$ cat src/rtl/mem_lane_sequencer.sv
// mem_lane_sequencer: serialises the three M-stage lane accesses onto one single-port data RAM
// and holds StallM until the vector access is complete. Optional: define LANE_COALESCE_EN.
module mem_lane_sequencer #(
  parameter int unsigned DATA_W = 18,
  parameter int unsigned ADDR_W = 19
) (
  input  logic                   CLK,
  input  logic                   RST,
  input  logic                   MemWriteM,
  input  logic                   MemtoRegM,
  input  logic [ADDR_W-1:0]      A1M,
  input  logic [ADDR_W-1:0]      A2M,
  input  logic [ADDR_W-1:0]      A3M,
  input  logic [2:0][DATA_W-1:0] writeDataM,
  input  logic [DATA_W-1:0]      ram_rdata,
  output logic [ADDR_W-1:0]      ram_addr,
  output logic                   ram_we,
  output logic [DATA_W-1:0]      ram_wdata,
  output logic [2:0][DATA_W-1:0] RDM,
  output logic                   StallM
);

  typedef enum logic [2:0] {
    IDLE = 3'd0,
    ACC0 = 3'd1,
    ACC1 = 3'd2,
    ACC2 = 3'd3,
    LAST = 3'd4,
    DONE = 3'd5
  } state_t;

  state_t              state;
  logic                req;
  logic                coal_req;
  logic                is_store;
  logic                coal;
  logic [ADDR_W-1:0]   addr1;
  logic [ADDR_W-1:0]   addr2;
  logic [DATA_W-1:0]   data1;
  logic [DATA_W-1:0]   data2;
  logic [DATA_W-1:0]   stage0;
  logic [DATA_W-1:0]   stage1;

  // A simultaneous load+store request is handled as a store.
  assign req = MemWriteM | MemtoRegM;

`ifdef LANE_COALESCE_EN
  assign coal_req = (A1M == A2M) && (A2M == A3M);
`else
  assign coal_req = 1'b0;
`endif

  // Stall is raised in the detect cycle itself so the M stage never advances mid-access.
  always_comb begin
    StallM = 1'b1;
    case (state)
      IDLE:    StallM = req;
      DONE:    StallM = 1'b0;
      default: StallM = 1'b1;
    endcase
  end

  // Sequencer: RAM address/data are registered so each ACCk state presents lane k.
  always_ff @(posedge CLK or posedge RST) begin
    if (RST) begin
      state     <= IDLE;
      ram_addr  <= '0;
      ram_we    <= 1'b0;
      ram_wdata <= '0;
      RDM       <= '0;
      is_store  <= 1'b0;
      coal      <= 1'b0;
      addr1     <= '0;
      addr2     <= '0;
      data1     <= '0;
      data2     <= '0;
      stage0    <= '0;
      stage1    <= '0;
    end else begin
      case (state)
        IDLE: begin
          if (req) begin
            is_store <= MemWriteM;
            coal     <= coal_req;
            addr1    <= A2M;
            addr2    <= A3M;
            data1    <= writeDataM[1];
            data2    <= writeDataM[2];
            ram_addr <= A1M;
            ram_we   <= MemWriteM;
            if (MemWriteM) begin
              ram_wdata <= coal_req ? writeDataM[2] : writeDataM[0];
            end
            state <= ACC0;
          end
        end
        ACC0: begin
          if (coal) begin
            ram_we <= 1'b0;
            state  <= is_store ? DONE : LAST;
          end else begin
            ram_addr <= addr1;
            if (is_store) begin
              ram_wdata <= data1;
            end
            state <= ACC1;
          end
        end
        ACC1: begin
          stage0   <= ram_rdata;
          ram_addr <= addr2;
          if (is_store) begin
            ram_wdata <= data2;
          end
          state <= ACC2;
        end
        ACC2: begin
          stage1 <= ram_rdata;
          ram_we <= 1'b0;
          state  <= is_store ? DONE : LAST;
        end
        LAST: begin
          // Lane 2 word arrives this cycle; commit the whole vector at once.
          if (coal) begin
            RDM <= {ram_rdata, ram_rdata, ram_rdata};
          end else begin
            RDM <= {ram_rdata, stage1, stage0};
          end
          state <= DONE;
        end
        DONE: begin
          state <= IDLE;
        end
        default: begin
          state <= IDLE;
        end
      endcase
    end
  end

endmodule

$ cat config.mk
export PLATFORM = sky130hd
export DESIGN_NAME = mem_lane_sequencer
export DESIGN_NICKNAME = d
export VERILOG_FILES = /design/src/rtl/mem_lane_sequencer.sv
export SDC_FILE = /design/constraint.sdc
export NUM_CORES = 1
export LEC_CHECK = 0
export CAP_MARGIN = 20
export CORE_MARGIN = 2
export CORE_UTILIZATION = 40
export CTS_BUF_LIST = sky130_fd_sc_hd__clkbuf_4 sky130_fd_sc_hd__clkbuf_8 sky130_fd_sc_hd__clkbuf_16
export CTS_CLUSTER_DIAMETER = 120
export CTS_CLUSTER_SIZE = 25
export DETAILED_ROUTE_END_ITERATION = 6
export PLACE_DENSITY = 0.67
export REMOVE_ABC_BUFFERS = 1
export SETUP_SLACK_MARGIN = 0.5
export SYNTH_ARGS = -nofsm -noshare
export SYNTH_HDL_FRONTEND = slang
export SYNTH_SLANG_ARGS = --single-unit
$ cat constraint.sdc
create_clock -name CLK -period 22.3 [get_ports CLK]
set_clock_uncertainty 0.2 [all_clocks]
set_input_delay 4.46 -clock CLK [delete_from_list [all_inputs] [get_ports CLK]]
set_output_delay 4.46 -clock CLK [all_outputs]
set_load 0.02 [all_outputs]
==> reports/results.ini <==
[timing]
timing.slew.headroom = 0.375
hold_slack_ns = 0.297
timing.final.crit_period_ns = 10.56
finalCritPeriodShare = 0.474
hold_viol = 0
tns_ns = 0
slew_violations = 0
tightest_slew_ns = 0.938
setup_violations = 0
rsz0062_at_grt = false
fmax_mhz = 94.7
worst_slack_ns = 11.74

[routing]
dr.first_iter.drc_count = 271
route.vias.total = 6049
routed_wl_microns = 21400
first_pass_iters = 4
viasPerCell = 5.42
detail-route-antenna-nets = 0
routedWlPerCell_microns = 19.2
drt_drc_violations_left = 0

[clocking]
clock_path_buffers = 3
clk_latency_ns = 0.48
tritoncts = built
cts_buffers = 12
cts_repair_resize_count = 0
cts_setup_buffers = 0
cts_hold_buffers = 0
path_clk_slew_ns = 0.09
clockRootBuffer = clkbuf_16
numClockSinks = 206
h-tree-depth = 1

[yosys]
synth_area_sq_um = 8900
synth-edff-count = 0
synth_common_cells = dfrtp_1 (206), mux2_2 (175), o21ai_0 (37)
synth_area_per_cell_sq_um = 13.9
async_reset_ff_frac = 1.00
yosysUniqueCellTypes = 37
yosys.area.top_type = dfrtp_1
synth-seq-area-share = 0.579
synth_top_cell_area_share = 0.579
ys_ff_latch = 206
synth_cells = 638
synthFlopType = dfrtp_1
synth_area_leaders = dfrtp_1 (58%), mux2_2 (22%), buf_6 (2.3%)
yosys_warnings = 0
synth.most_common_cell = dfrtp_1

[power_and_ir_drop]
sw_frac_of_total = 0.367
clkPwrFrac = 0.130
ir_drop_mv = 0.0825
intPower_mw = 1.13
power_density_nw_per_um2 = 153
combPwrFrac = 0.496
power_frac_seq = 0.374
switchingPower_uw = 652
leakage_nw = 4.61

[placed_design]
dp_slack_ns = 11.76
dp_hpwl_microns = 13400
globalplace.congestion = 0.739
io_buffers = 225

[critical_path]
required_ns = 17.64
cpPeakStageDelay_ns = 0.62
path_class = in -> out
reg2regPathDepth = 6
cp-end-kind = output port
reg2reg_slack_ns = 19.14
path_buf_inv = 2
cp.arrival_ns = 5.90
crit_family = buffers and inverters
cp.depth = 4
cp_max_fo = 6
worstSetupStartpoint = MemWriteM
cpMaxStageDelayCell = clkdlybuf4s50_1
timing.critical_path.to = StallM
cpMostUsedCell = clkdlybuf4s50_1
r2r-start = state[2]
cp_cell_sequence = clkdlybuf4s50_1 -> nor4_1 -> o21ai_0 -> clkdlybuf4s50_1
reg2reg_to = ram_addr[16]
start_kind = input pin

[floorplan]
initial_utilization = 0.408
die-area_sq_um = 23500
die_y_microns = 153
fp.dieW_microns = 153
fp-row-count = 54
fp.coreArea_sq_um = 21800
io_pins = 226

[layout]
layout.nets = 968
insertedDiodeCount = 0
synthToLayoutAreaGrowth_pct = 30.3
drive_above_1_share = 0.256

[global_route]
grt_pass1_vias = 6092
grt_start_max_net_pins = 132
antenna_found_initial = 1
grt_pass1_wl_microns = 34300
track_usage = 0.179
grt-ovfl-total = 0

[run]
cap_viol_max_count = 0

[worst_hold_path]
hold_depth = 1
hold_path.class = reg -> reg

[run_status]
status = completed

## cell usage in the layout (no fill, tap or decap), types with 2 or more instances in the layout
| cell | Yosys | final |
|---|---|---|
| clkdlybuf4s50_1 | 0 | 225 |
| dfrtp_1 | 206 | 204 |
| mux2_2 | 175 | 175 |
| o21ai_0 | 37 | 37 |
| nor2_1 | 32 | 32 |
| o22ai_1 | 21 | 21 |
| o221ai_1 | 18 | 18 |
| o32ai_1 | 18 | 18 |
| a211oi_1 | 15 | 15 |
| o41ai_1 | 15 | 15 |
| clkbuf_16 | 0 | 12 |
| mux2_1 | 10 | 10 |
| buf_4 | 7 | 8 |
| inv_1 | 6 | 5 |
| nand2_1 | 4 | 4 |
| a221oi_1 | 4 | 4 |
| nand2b_1 | 3 | 3 |
| a21oi_1 | 3 | 3 |
| nor4_1 | 2 | 2 |
| nor2_8 | 2 | 2 |
| clkbuf_4 | 0 | 2 |
| dfrtp_2 | 0 | 2 |
## worst register-to-register path, cell delays in order, from the launching register on
cell and delay, ns:
dfrtp_2 0.47, buf_4 0.35, nor3_2 0.35, o21a_4 0.51
buf_4 0.63, nor2_8 0.20, mux2_2 0.34
## layout make-up
class / count / area, sq um
fillers: 1900 / 10200
flip-flops and latches: 206 / 5160
multi-input cells: 374 / 3370
repair buffers: 234 / 2340
well taps: 280 / 350
clock buffers: 14 / 315
clock inverters: 2 / 36.3
inverters: 7 / 33.8
## logic make-up (layout without fill, tap and decap cells)
group	Yosys count	in the layout	synth area share
and+or+nand+nor	51	51	0.0308
muxes	186	186	0.235
DFF	206	206	0.579
buffers and inverters	58	257	0.0434
AOI/OAI and AO/OA	137	137	0.111
## registers in the layout, summed over array words and instances (netlist names)
signal and cells:
stage1 18, is_store 1, state 3, data2 18, stage0 18, addr2 19, RDM 54, data1 18
ram_wdata 18, addr1 19, ram_we 1, ram_addr 19
## metrics by stage
stage	util	power, mW	instances	area [sq um]
final	0.531	1.78	1117	11600
after global routing	0.531	1.90	1117	11600
after CTS	0.530	1.80	1116	11600
after detailed placement	0.514	1.56	1100	11200
after global placement	0.514	1.55	1100	11200
after floorplan	-	1.22	587	8540
## power groups by stage
stage | registers, mW | clock network [mW] | logic, mW
floorplan | 0.782 | 0 | 0.440
global placement | 0.667 | 0 | 0.879
detailed placement | 0.672 | 0 | 0.889
CTS | 0.667 | 0.241 | 0.892
global route | 0.692 | 0.255 | 0.952
finish | 0.665 | 0.232 | 0.881
## metal layers
layer	up-vias	global-route usage	share of wire
met5	-	0	0.00056
met4	2	0.0331	0.017
met3	20	0.0564	0.080
met2	185	0.275	0.46
met1	3071	0.254	0.45
li1	2771	-	-
## worst min path at each step
stage,startpoint,to
after floorplan,addr2[10],addr2[10]
after global placement,addr2[17],addr2[17]
after detailed placement,addr2[11],addr2[11]
after CTS,stage1[0],RDM[18]
after global routing,addr2[13],addr2[13]
final,stage1[0],RDM[18]
Power figures use the tool's default switching activity.
